==> config.mk <==
export PLATFORM = sky130hd
export DESIGN_NAME = mem_stage
export DESIGN_NICKNAME = d
export VERILOG_FILES = /design/src/rtl/mem_stage_pkg.sv /design/src/rtl/mem_lane_align.sv /design/src/rtl/mem_stage.sv
export SDC_FILE = /design/constraint.sdc
export NUM_CORES = 1
export LEC_CHECK = 0
export CORE_MARGIN = 2
export CORE_UTILIZATION = 55
export DETAILED_ROUTE_END_ITERATION = 7
export DONT_BUFFER_PORTS = 1
export HOLD_SLACK_MARGIN = 0.05
export PLACE_DENSITY = 0.73
export SETUP_SLACK_MARGIN = 0.4
export SLEW_MARGIN = 20
export SYNTH_ARGS = -nofsm -noshare
export SYNTH_HDL_FRONTEND = slang
export SYNTH_SLANG_ARGS = --single-unit
==> constraint.sdc <==
create_clock -name clk -period 1.9 [get_ports clk]
set_input_delay 0.38 -clock clk [delete_from_list [all_inputs] [get_ports clk]]
set_output_delay 0.38 -clock clk [all_outputs]
set_load 0.005 [all_outputs]
==> src/rtl/mem_stage_pkg.sv <==
// Shared definitions for the memory stage: op encodings, bus widths, FSM states
// and small decode helpers used by both the stage and its lane aligner.
package mem_stage_pkg;

    localparam int MEM_OP_BUS  = 4;
    localparam int BYTE_EN_BUS = 4;

    typedef enum logic [MEM_OP_BUS-1:0] {
        MEM_OP_NONE = 4'd0,
        MEM_OP_LB   = 4'd1,
        MEM_OP_LBU  = 4'd2,
        MEM_OP_LH   = 4'd3,
        MEM_OP_LHU  = 4'd4,
        MEM_OP_LW   = 4'd5,
        MEM_OP_SB   = 4'd6,
        MEM_OP_SH   = 4'd7,
        MEM_OP_SW   = 4'd8
    } mem_op_e;

    typedef enum logic {
        MEM_IDLE = 1'b0,
        MEM_BUSY = 1'b1
    } mem_state_e;

    // Undefined encodings behave exactly like NONE.
    function automatic mem_op_e decode_op(input logic [MEM_OP_BUS-1:0] raw);
        mem_op_e op;
        op = (raw > 4'd8) ? MEM_OP_NONE : mem_op_e'(raw);
        return op;
    endfunction

    function automatic logic is_store(input mem_op_e op);
        return (op == MEM_OP_SB) || (op == MEM_OP_SH) || (op == MEM_OP_SW);
    endfunction

    function automatic logic misaligned(input mem_op_e op, input logic [1:0] lo);
        logic bad;
        case (op)
            MEM_OP_LH, MEM_OP_LHU, MEM_OP_SH: bad = lo[0];
            MEM_OP_LW, MEM_OP_SW:             bad = |lo;
            default:                          bad = 1'b0;
        endcase
        return bad;
    endfunction

endpackage

==> src/rtl/mem_lane_align.sv <==
// Byte-lane steering: store strobes/replicated data and sign/zero-extended load data.
// Latency: purely combinational.
// Backpressure: none.
module mem_lane_align
    import mem_stage_pkg::*;
#(
    parameter int DATA_WIDTH = 32
) (
    input  mem_op_e                op,
    input  logic [1:0]             addr_lo,
    input  logic [DATA_WIDTH-1:0]  st_data,
    input  logic [DATA_WIDTH-1:0]  ld_raw,
    output logic [BYTE_EN_BUS-1:0] byte_en,
    output logic [DATA_WIDTH-1:0]  st_lanes,
    output logic [DATA_WIDTH-1:0]  ld_ext
);

    localparam int LANE_W = DATA_WIDTH / BYTE_EN_BUS;
    localparam int HALF_W = 2 * LANE_W;

    logic [LANE_W-1:0] ld_byte;
    logic [HALF_W-1:0] ld_half;

    always_comb begin
        ld_byte  = ld_raw[addr_lo*LANE_W +: LANE_W];
        ld_half  = addr_lo[1] ? ld_raw[DATA_WIDTH-1 -: HALF_W] : ld_raw[HALF_W-1:0];
        byte_en  = '0;
        st_lanes = '0;
        ld_ext   = '0;
        case (op)
            MEM_OP_SB: begin
                byte_en  = BYTE_EN_BUS'(1) << addr_lo;
                st_lanes = {BYTE_EN_BUS{st_data[LANE_W-1:0]}};
            end
            MEM_OP_SH: begin
                byte_en  = addr_lo[1] ? 4'b1100 : 4'b0011;
                st_lanes = {2{st_data[HALF_W-1:0]}};
            end
            MEM_OP_SW: begin
                byte_en  = '1;
                st_lanes = st_data;
            end
            MEM_OP_LB:  ld_ext = {{(DATA_WIDTH-LANE_W){ld_byte[LANE_W-1]}}, ld_byte};
            MEM_OP_LBU: ld_ext = {{(DATA_WIDTH-LANE_W){1'b0}}, ld_byte};
            MEM_OP_LH:  ld_ext = {{(DATA_WIDTH-HALF_W){ld_half[HALF_W-1]}}, ld_half};
            MEM_OP_LHU: ld_ext = {{(DATA_WIDTH-HALF_W){1'b0}}, ld_half};
            MEM_OP_LW:  ld_ext = ld_raw;
            default: ;
        endcase
    end

endmodule

==> src/rtl/mem_stage.sv <==
// EX->WB memory stage: aligned load/store over a request/ack RAM port.
// Latency: 1 cycle for non-memory ops; 2 + ack wait cycles for memory ops.
// Backpressure: stall_req holds EX from acceptance until the cycle ram_ack arrives.
module mem_stage
    import mem_stage_pkg::*;
#(
    parameter int DATA_WIDTH     = 32,
    parameter int REG_ADDR_WIDTH = 5
) (
    input  logic                      clk,
    input  logic                      rst,
    input  logic                      ex_valid,
    input  logic [MEM_OP_BUS-1:0]     mem_op,
    input  logic [DATA_WIDTH-1:0]     result_in,
    input  logic [DATA_WIDTH-1:0]     mem_wdata,
    input  logic                      write_reg_en_in,
    input  logic [REG_ADDR_WIDTH-1:0] write_reg_addr_in,
    input  logic                      flush,
    output logic                      stall_req,
    output logic                      ram_en,
    output logic [BYTE_EN_BUS-1:0]    ram_we,
    output logic [DATA_WIDTH-1:0]     ram_addr,
    output logic [DATA_WIDTH-1:0]     ram_wdata,
    input  logic [DATA_WIDTH-1:0]     ram_rdata,
    input  logic                      ram_ack,
    output logic                      wb_valid,
    output logic [DATA_WIDTH-1:0]     result_out,
    output logic                      write_reg_en_out,
    output logic [REG_ADDR_WIDTH-1:0] write_reg_addr_out,
    output logic                      addr_err
);

    mem_state_e                state_q, state_d;
    mem_op_e                   op_q, op_d, op_in;
    logic [DATA_WIDTH-1:0]     addr_q, addr_d, wdata_q, wdata_d;
    logic                      wen_q, wen_d, drop_q, drop_d;
    logic [REG_ADDR_WIDTH-1:0] waddr_q, waddr_d;

    logic                      wb_valid_d, wen_out_d, addr_err_d;
    logic [DATA_WIDTH-1:0]     result_d;
    logic [REG_ADDR_WIDTH-1:0] waddr_out_d;

    logic                      busy, accept, drop_now;
    logic [BYTE_EN_BUS-1:0]    lane_we;
    logic [DATA_WIDTH-1:0]     lane_wdata, lane_load;

    mem_lane_align #(.DATA_WIDTH(DATA_WIDTH)) u_lane (
        .op       (op_q),
        .addr_lo  (addr_q[1:0]),
        .st_data  (wdata_q),
        .ld_raw   (ram_rdata),
        .byte_en  (lane_we),
        .st_lanes (lane_wdata),
        .ld_ext   (lane_load)
    );

    assign op_in     = decode_op(mem_op);
    assign busy      = (state_q == MEM_BUSY);
    // Qualified with rst so stall_req also drops combinationally during reset.
    assign accept    = rst && ex_valid && !flush;
    assign drop_now  = drop_q || flush;

    assign ram_en    = busy;
    assign ram_we    = busy ? lane_we : '0;
    assign ram_addr  = busy ? {addr_q[DATA_WIDTH-1:2], 2'b00} : '0;
    assign ram_wdata = (busy && is_store(op_q)) ? lane_wdata : '0;

    always_comb begin
        state_d     = state_q;
        op_d        = op_q;
        addr_d      = addr_q;
        wdata_d     = wdata_q;
        wen_d       = wen_q;
        waddr_d     = waddr_q;
        drop_d      = drop_q;
        wb_valid_d  = 1'b0;
        wen_out_d   = 1'b0;
        addr_err_d  = 1'b0;
        result_d    = result_out;
        waddr_out_d = write_reg_addr_out;
        stall_req   = 1'b0;
        case (state_q)
            MEM_IDLE: begin
                if (accept) begin
                    if (op_in == MEM_OP_NONE) begin
                        wb_valid_d  = 1'b1;
                        result_d    = result_in;
                        wen_out_d   = write_reg_en_in;
                        waddr_out_d = write_reg_addr_in;
                    end else if (misaligned(op_in, result_in[1:0])) begin
                        wb_valid_d  = 1'b1;
                        addr_err_d  = 1'b1;
                        result_d    = result_in;
                        waddr_out_d = write_reg_addr_in;
                    end else begin
                        op_d      = op_in;
                        addr_d    = result_in;
                        wdata_d   = mem_wdata;
                        wen_d     = write_reg_en_in;
                        waddr_d   = write_reg_addr_in;
                        drop_d    = 1'b0;
                        state_d   = MEM_BUSY;
                        stall_req = 1'b1;
                    end
                end
            end
            MEM_BUSY: begin
                stall_req = !ram_ack;
                if (flush) drop_d = 1'b1;
                if (ram_ack) begin
                    state_d     = MEM_IDLE;
                    drop_d      = 1'b0;
                    wb_valid_d  = !drop_now;
                    wen_out_d   = !drop_now && !is_store(op_q) && wen_q;
                    result_d    = is_store(op_q) ? addr_q : lane_load;
                    waddr_out_d = waddr_q;
                end
            end
            default: state_d = MEM_IDLE;
        endcase
    end

    always_ff @(posedge clk or negedge rst) begin
        if (!rst) begin
            state_q            <= MEM_IDLE;
            op_q               <= MEM_OP_NONE;
            addr_q             <= '0;
            wdata_q            <= '0;
            wen_q              <= 1'b0;
            waddr_q            <= '0;
            drop_q             <= 1'b0;
            wb_valid           <= 1'b0;
            result_out         <= '0;
            write_reg_en_out   <= 1'b0;
            write_reg_addr_out <= '0;
            addr_err           <= 1'b0;
        end else begin
            state_q            <= state_d;
            op_q               <= op_d;
            addr_q             <= addr_d;
            wdata_q            <= wdata_d;
            wen_q              <= wen_d;
            waddr_q            <= waddr_d;
            drop_q             <= drop_d;
            wb_valid           <= wb_valid_d;
            result_out         <= result_d;
            write_reg_en_out   <= wen_out_d;
            write_reg_addr_out <= waddr_out_d;
            addr_err           <= addr_err_d;
        end
    end

endmodule

## After elaboration in Yosys (flattened, before gate mapping)

Cells that the tools add are included.

| cells by class | value |
|---|---|
| shifts and indexed selects | 2 |
| bitwise operators | 3 |
| reduce and logical (&&, ||, !) cells | 19 |
| order comparisons | 1 |
| equality and inequality tests | 19 |
| mux-type cells | 48 |

Operators by type and width:

| operator | number |
|---|---|
| two-way mux 32 bit | 7 |
| case mux 32 bit (5 select lines) | 1 |
| case mux 32 bit (3 select lines) | 1 |
| case mux 32 bit (2 select lines) | 1 |
| indexed part select 32 x 6 -> 8 bit | 1 |
| == test 4 x 3 -> 1 bit (second input constant) | 7 |
| two-way mux 1 bit | 22 |
| two-way mux 5 bit | 4 |
| two-way mux 16 bit | 1 |
| == test 4 x 2 -> 1 bit (second input constant) | 3 |
| two-way mux 4 bit | 3 |
| case mux 1 bit (2 select lines) | 6 |
| case mux 4 bit (3 select lines) | 1 |
| case mux 5 bit (2 select lines) | 1 |
| == test 4 bit (second input constant) | 2 |
| != test 2 bit (second input constant) | 4 |
| AND reduction 4 bit | 2 |
| != test 3 bit (second input constant) | 2 |
| logical AND 1 bit | 5 |
| == test 4 x 1 -> 1 bit (second input constant) | 1 |
| greater-than comparator 4 bit (second input constant) | 1 |
| zero test 1 bit | 4 |
| zero test 4 bit | 1 |
| OR reduction 2 bit | 2 |
| 5 further kinds | 9 |

| word-level totals | value |
|---|---|
| word-level logic and storage cells | 104 |
| bits of input ports | 111 |
| register bits | 116 |
| output and inout port bits | 110 |

## Logic depth before layout (Yosys ltp)

Gate-level depths: netlist of run 1.

| logic depth | value |
|---|---|
| depth after elaboration | 12 |
| gate-level depth with buffers | 9 |

## By module

Synthesis of run 1 repeated with hierarchy kept, for this count alone.

| unflattened totals | value |
|---|---|
| cell total of the unflattened synthesis | 645 |
| area, all modules | 7,131.8 µm² |

Modules (own cells, without submodules):

| module | area an instance (µm²) | sequential area each (µm²) | instances | cells an instance |
|---|---|---|---|---|
| mem_stage | 5,828.1 | 2,902.8 | 1 | 474 |
| mem_lane_align | 1,303.8 | 0.0 | 1 | 171 |

## Least setup slack after synthesis of run 1

Ideal clock, no wire load.

| path | value |
|---|---|
| path type | register -> output |
| start point | register op_q[1] |
| end point | output ram_wdata[29] |
| cell stages (with the launch flop) | 9 |
| arrival time | 1.598 ns |
| setup slack | -0.078 ns |
| required time | 1.520 ns |
| path through | dfrtp_1 buf_4 and3b_1 buf_6 and2_1 clkbuf_1 buf_2 a222oi_1 nor2_1 |

| on the way | value |
|---|---|
| cells in the longest elaborated chain, start to end | 5 |
| elaborated cells between the ends (all ways) | 8 |
| classes of those cells | 3 x eq/ne; 2 x mux; 3 x reduce/logical |

Ends and longest elaborated chain:

| item | RTL line | text |
|---|---|---|
| start, declared | mem_stage.sv:34 | `mem_op_e op_q, op_d, op_in;` |
| start signal, assigned | mem_stage.sv:139 | `op_q <= op_d;` |
| == test 4 x 3 -> 1 bit | mem_stage_pkg.sv:33, mem_lane_align.sv:30 |  |
| logical OR 1 bit (2 in a row) | mem_stage_pkg.sv:33 | `return (op == MEM_OP_SB) \|\| (op == MEM_OP_SH) \|\| (op == MEM_OP_SW);` |
| logical AND 1 bit | mem_stage.sv:66 | `assign ram_wdata = (busy && is_store(op_q)) ? lane_wdata : '0;` |
| two-way mux 32 bit * | mem_stage.sv:66 |  |
| end, declared | mem_stage.sv:23 | `output logic [DATA_WIDTH-1:0] ram_wdata,` |

Every way passes the cells marked *; elsewhere a longest branch is shown, timed or not.

## Final worst setup path of run 1

| path | value |
|---|---|
| start point | register op_q[0] |
| end point | output ram_wdata[11] |

Same word-level chain as after synthesis.

==> impl_metrics.env, run 1 <==
export IMPL_outcome="finished, violations left"
export IMPL_violations="negative hold slack, negative setup slack"
export IMPL_cts_buffers_inserted=17
export IMPL_regToRegSetupSlack_ns=-0.28
export IMPL_path_cells="buf_4, inv_1, and2_4, buf_6, buf_4, a22oi_2, nor2_2"
export IMPL_cts_tree="yes"
export IMPL_setup_viol=133
export IMPL_maxCapViolCount=0
export IMPL_overflow=0
export IMPL_crit_fanout=8
export IMPL_path_delay_family="buffers and inverters"
export IMPL_clock_path_buffers=2
export IMPL_cpMostUsedCell="buf_4"
export IMPL_grt_max_degree=118
export IMPL_synth_top_flop_cell="dfrtp_1"
export IMPL_synthSimpleGateAreaFrac_pct=14.87
export IMPL_ys_seq_area_share_pct=43.66
export IMPL_grt_pass1_vias=6357
export IMPL_ioPinCount=221
export IMPL_grt_util_met1_pct=41.37
export IMPL_clk_pin_slew_worst_paths_ns=0.06
export IMPL_syn_area_per_cell_um2=10.54
export IMPL_fillCellCount=588
export IMPL_period_share_pct=123.9
export IMPL_multi_input_area_mm2=0.004248
export IMPL_drive_gt1_share_pct=54.70
export IMPL_synth_compound_area_share_pct=18.44
export IMPL_syn_area_mm2=0.006649
export IMPL_rows=40
export IMPL_place_gp_congestion=0.9292
export IMPL_critical_path_slowest_cell="dfrtp_2"
export IMPL_grtUsageMet2_pct=59.44
export IMPL_diodes=0
export IMPL_initial_utilization_pct=55.82
export IMPL_fin_crit_ns=2.355
export IMPL_dpl_cell_area_mm2=0.007523
export IMPL_synth_async_reset_ratio_pct=100.0
export IMPL_cts_sinks=116
export IMPL_criticalPathCategory="reg -> out"
export IMPL_p_per_area_mw_per_mm2=1070
export IMPL_areaGrowthSynthToFinish_pct=50.57
export IMPL_whs_ns=-0.3509
export IMPL_min_path_type="in -> async"
export IMPL_grt_usage_pct=36.32
export IMPL_netlist_cell_type_count=68
export IMPL_clkLatencyLatePin_ns=0.42
export IMPL_root_buffer="clkbuf_16"
export IMPL_io_buffers=0
export IMPL_core_area_mm2=0.01191
export IMPL_synth_top_family_by_area="compound AO/OA/AOI/OAI gates"
export IMPL_fin_area_mm2=0.01001
export IMPL_worst_ep_required_time_ns=1.52
export IMPL_synth_area_leader_cell="dfrtp_1"
export IMPL_vias_per_cell=7.145
export IMPL_reg2reg_from="op_q[3]"
export IMPL_timing_final_ws_setup_ns=-0.4546
export IMPL_die_w_um=114.0
export IMPL_vias=6366
export IMPL_grt_pass1_wl_um=35800
export IMPL_synthXorXnorAreaFrac_pct=0.3764
export IMPL_synth_edf_count=0
export IMPL_drc_errors=0
export IMPL_synth_area_top_cells="dfrtp_1, mux2_2, a222oi_1"
export IMPL_fmax_ghz=0.4247
export IMPL_layout_common_cells="dfrtp_1, mux2_4, buf_4, and2_4, buf_6"
export IMPL_ys_warn_count=0
export IMPL_path_buf_inv=4
export IMPL_fin_skew_ns=0.008969
export IMPL_wire_per_inst_um=28.95
export IMPL_vdd_drop_max_uv=818.7
export IMPL_die_area_mm2=0.01298
export IMPL_synthMuxAreaShare_pct=16.41
export IMPL_antenna_found_initial=0
export IMPL_layout_commonest_cell="dfrtp_1"
export IMPL_synth_top_area_share_pct=43.66
export IMPL_die_y_um=114.0
export IMPL_ant_nets=0
export IMPL_syn_instance_count=631
export IMPL_synthAdderAreaFrac_pct=0
export IMPL_maxSlewViolCount=0
export IMPL_r2r_cells=10
export IMPL_worstSetupStartpointType="flop"
export IMPL_dp_cells=785
export IMPL_rsz0062_at_grt="true"
export IMPL_final_cell_count_no_fill=891
export IMPL_p_leak_nw=4.084
export IMPL_busiest_layer="met2"
export IMPL_arrival_ns=1.97
export IMPL_gr_usage_met3_pct=13.18
export IMPL_endpoint_kind="primary output"
export IMPL_postRouteWirelength_um=25790
export IMPL_dp_hpwl_um=14750
export IMPL_drt_first_iter_violations=894
export IMPL_drtPass1Iterations=8
export IMPL_r2r_end="result_out[31]"
export IMPL_h_tree_depth=4
export IMPL_layout_nets=843
export IMPL_ys_ff_latch=116
export IMPL_seq_area_mm2=0.002908
export IMPL_hold_viol_final=116
export IMPL_critical_path_max_stage_delay_ns=0.47
## cell usage after synthesis, types with 14 or more instances
cell type,instances
nand3_1,16
a31oi_1,14
o21ai_0,26
dfrtp_1,116
a22oi_1,24
mux2_1,20
and2_1,40
a222oi_1,27
mux2_2,64
a21oi_1,21
nor2_1,35
clkbuf_1,25
nand2_1,26
buf_2,15
nor3_1,31
## cell families (layout without fill, tap and decap cells)
logic type	Yosys count	after routing
AO/OA/AOI/OAI	165	165
buffers and inverters	72	184
XOR/XNOR	2	2
AND/OR/NAND/NOR	180	180
multiplexers	95	95
flip-flops	116	116
other	1	2
## worst max-delay path by stage
stage,startpoint,to,cells after the start
3_5_place_dp,op_q[2],result_out[24],6
3_3_place_gp,op_q[2],result_out[28],6
2_1_floorplan,op_q[3],ram_wdata[29],8
4_1_cts,op_q[1],ram_wdata[25],6
6_report,op_q[0],ram_wdata[11],7
5_1_grt,op_q[0],ram_wdata[11],7
## worst register-to-register path, delay by kind of cell, from the launching register on
family,cells,cell delay (ns)
AOI/OAI and AO/OA,3,0.71
buffers and inverters,6,0.80
DFF,1,0.42
and+or+nand+nor,1,0.13
## metal layers
metal / vias to the layer above / share of wire (%)
met1: 3148 / 34
li1: 2596 / -
met3: 132 / 11
met2: 490 / 49
met4: 0 / 5.8
met5: - / 0
## flip-flops by register name (all words and copies together), names as in the netlist
signal	cells
op_q	4
drop_q	1
addr_q	32
result_out	32
wdata_q	32
wb_valid	1
write_reg_addr_out	5
addr_err	1
waddr_q	5
wen_q	1
write_reg_en_out	1
ram_en	1
## where the power goes
group | leakage, nW | total, mW | internal, mW | switching [mW]
combinational | 2.39 | 3.31 | 1.88 | 1.42
clock | 0.313 | 3.47 | 2.33 | 1.15
sequential | 1.38 | 3.93 | 3.16 | 0.774
## through the flow
step	TNS, ns	utilization, %	hold slack (ns)	setup WS, ns	total power, mW
3_3_place_gp	-0.1988	63.16	0.08736	-0.04839	6.140
6_report	-19.77	84.04	-0.3509	-0.4546	10.71
4_1_cts	-12.69	79.18	-0.3538	-0.3938	10.26
2_1_floorplan	-0.03843	-	0.08441	-0.01453	5.507
5_1_grt	-28.52	84.04	-0.3678	-0.5292	11.07
3_5_place_dp	-0.4854	63.16	0.08702	-0.1064	6.261
## cell type report
type	count	share of cell area, %
Clock inverter	8	1.475
Inverter	10	0.4374
Sequential cell	116	29.05
Timing Repair Buffer	143	19.90
Clock buffer	23	4.874
Tap cell	147	1.837
Multi-Input combinational cell	444	42.43
## repair_timing
action                     CTS  global route
buffers inserted            42            16
pin swaps                   49            52
setup endpoints to repair  180           180
gates cloned                14             3
resized for setup          164            79
hold endpoints to repair   116           116
Power figures use the tool's default switching activity.
==> run 2: changes to the inputs <==
--- a/config.mk
+++ b/config.mk
@@ -10,7 +10,7 @@
 export DETAILED_ROUTE_END_ITERATION = 7
 export DONT_BUFFER_PORTS = 1
 export HOLD_SLACK_MARGIN = 0.05
-export PLACE_DENSITY = 0.73
+export PLACE_DENSITY = 0.7
 export SETUP_SLACK_MARGIN = 0.4
 export SLEW_MARGIN = 20
 export SYNTH_ARGS = -nofsm -noshare
==> constraint.sdc (replaced) <==
create_clock -name clk -period 2.75 [get_ports clk]
set_input_delay 0.55 -clock clk [delete_from_list [all_inputs] [get_ports clk]]
set_output_delay 0.55 -clock clk [all_outputs]
set_load 0.005 [all_outputs]
==> run 2 against run 1 <==
Compared with the run above:
- the run ends with design-rule violations, negative hold slack left
- critical endpoint is now ram_wdata[29]
- sequential cell count unchanged
- global-route usage decreased by 5.1 points
- setup slack improved by 0.71 ns
- critical path depth unchanged
- combinational power decreased by 55%
- die area unchanged
==> impl_metrics.env, run 2 (synthesis gave the netlist of run 1 again) <==
export IMPL_vias=5592
export IMPL_place_gp_congestion=0.9561
export IMPL_fin_skew_ns=0.008133
export IMPL_post_route_util_pct=65.70
export IMPL_period_share_pct=90.56
export IMPL_vdd_drop_max_uv=448.3
export IMPL_rows=40
export IMPL_p_per_area_mw_per_mm2=807.4
export IMPL_fillCellCount=958
export IMPL_violations="design-rule violations, negative hold slack"
export IMPL_fin_crit_ns=2.490
export IMPL_arrival_ns=1.94
export IMPL_core_area_mm2=0.01191
export IMPL_grt_pass1_vias=5517
export IMPL_drtPass1Iterations=8
export IMPL_maxSlewViolCount=0
export IMPL_min_path_type="in -> async"
export IMPL_postRouteWirelength_um=20290
export IMPL_die_y_um=114.0
export IMPL_reg2reg_from="op_q[2]"
export IMPL_drt_first_iter_violations=668
export IMPL_clk_pin_slew_worst_paths_ns=0.05
export IMPL_regToRegSetupSlack_ns=0.45
export IMPL_layout_common_cells="dfrtp_1, mux2_2, buf_4, and2_1, nor3_1"
export IMPL_drive_gt1_share_pct=32.78
export IMPL_multi_input_area_mm2=0.003516
export IMPL_initial_utilization_pct=55.82
export IMPL_vias_per_cell=6.887
export IMPL_largestRegisters="addr_q (32), result_out (32), wdata_q (32)"
export IMPL_outcome="finished, violations left"
export IMPL_clkLatencyLatePin_ns=0.42
export IMPL_worst_ep_required_time_ns=2.20
export IMPL_whs_ns=-0.1695
export IMPL_maxCapViolCount=0
export IMPL_crit_fanout=6
export IMPL_setup_tns_ns=0
export IMPL_seq_area_mm2=0.002907
export IMPL_diodes=0
export IMPL_dpl_cell_area_mm2=0.006759
export IMPL_ant_nets=0
export IMPL_antenna_found_initial=0
export IMPL_h_tree_depth=4
export IMPL_layout_nets=764
export IMPL_io_buffers=0
export IMPL_die_w_um=114.0
export IMPL_grt_usage_pct=31.27
export IMPL_root_buffer="clkbuf_16"
export IMPL_die_area_mm2=0.01298
export IMPL_fin_area_mm2=0.007826
export IMPL_setup_viol=0
export IMPL_wire_per_inst_um=24.98
export IMPL_areaGrowthSynthToFinish_pct=17.71
export IMPL_power_total_mw=6.319
export IMPL_endpoint_kind="primary output"
export IMPL_ioPinCount=221
export IMPL_overflow=0
export IMPL_clock_path_buffers=2
export IMPL_r2r_cells=9
export IMPL_layout_commonest_cell="dfrtp_1"
export IMPL_p_leak_nw=3.067
export IMPL_worstSetupStartpointType="flop"
export IMPL_crit_end="ram_wdata[29]"
export IMPL_hold_viol_final=116
export IMPL_fmax_ghz=0.4016
export IMPL_dp_hpwl_um=13690
export IMPL_grt_pass1_wl_um=31190
export IMPL_cts_sinks=116
export IMPL_critPathLaunch="op_q[3]"
export IMPL_cts_tree="yes"
export IMPL_slew_headroom_pct=62.89
export IMPL_rsz0062_at_grt="true"
export IMPL_grt_max_degree=118
export IMPL_criticalPathCategory="reg -> out"
export IMPL_r2r_end="result_out[7]"
export IMPL_cts_buffers_inserted=17
export IMPL_worst_pin_slew_ns=0.5567
export IMPL_drc_errors=1
run 2: worst min-delay path by stage:
stage	startpoint	to	slack [ns]	cells after the start
floorplan	rst	addr_err	0.25	0
global route	rst	result_out[25]	-0.19	0
CTS	rst	result_out[12]	-0.18	0
global placement	rst	result_out[27]	0.26	0
detailed placement	rst	result_out[27]	0.26	0
finish	rst	addr_q[12]	-0.17	0
run 2: critical path: stages, from the launching register on:
cell	delay [ns]
dfrtp_1	0.39
buf_6	0.13
nor4b_4	0.12
buf_4	0.15
buf_6	0.12
buf_4	0.15
a222oi_1	0.37
nor2_1	0.11
run 2: layout make-up:
class	instances	share of cell area, %
clock inverters	11	1.727
multi-input cells	444	44.92
clock buffers	20	5.707
flip-flops and latches	116	37.14
well taps	147	2.350
repair buffers	64	7.626
inverters	10	0.5276
run 2: metrics by stage:
stage,cells,setup WS (ns)
6_report,812,0.2597
5_1_grt,812,0.1878
4_1_cts,800,0.2794
3_5_place_dp,748,0.3537
3_3_place_gp,748,0.4580
2_1_floorplan,632,0.4380
run 2: repair_timing:
item	4_1_cts	5_1_grt
resized for setup	40	16
hold endpoints to repair	116	116
endpoints found under the setup margin	36	44
pin swaps	23	27
buffers inserted	19	12
cloned	2	0
run 2: layer usage:
metal  vias up  share of wire (%)  track usage, %
met5         -                  0               0
met4         0                3.8           14.55
met3        62                 12           12.38
met2       351                 47           48.73
met1      2755                 37           38.22
li1       2424                  -               -
run 2: where the power goes:
| group | total, mW | internal, mW | switching, mW |
|---|---|---|---|
| Sequential | 2.63 | 2.18 | 0.447 |
| Clock | 2.19 | 1.43 | 0.761 |
| Combinational | 1.50 | 0.774 | 0.725 |
| Total | 6.32 | 4.39 | 1.93 |
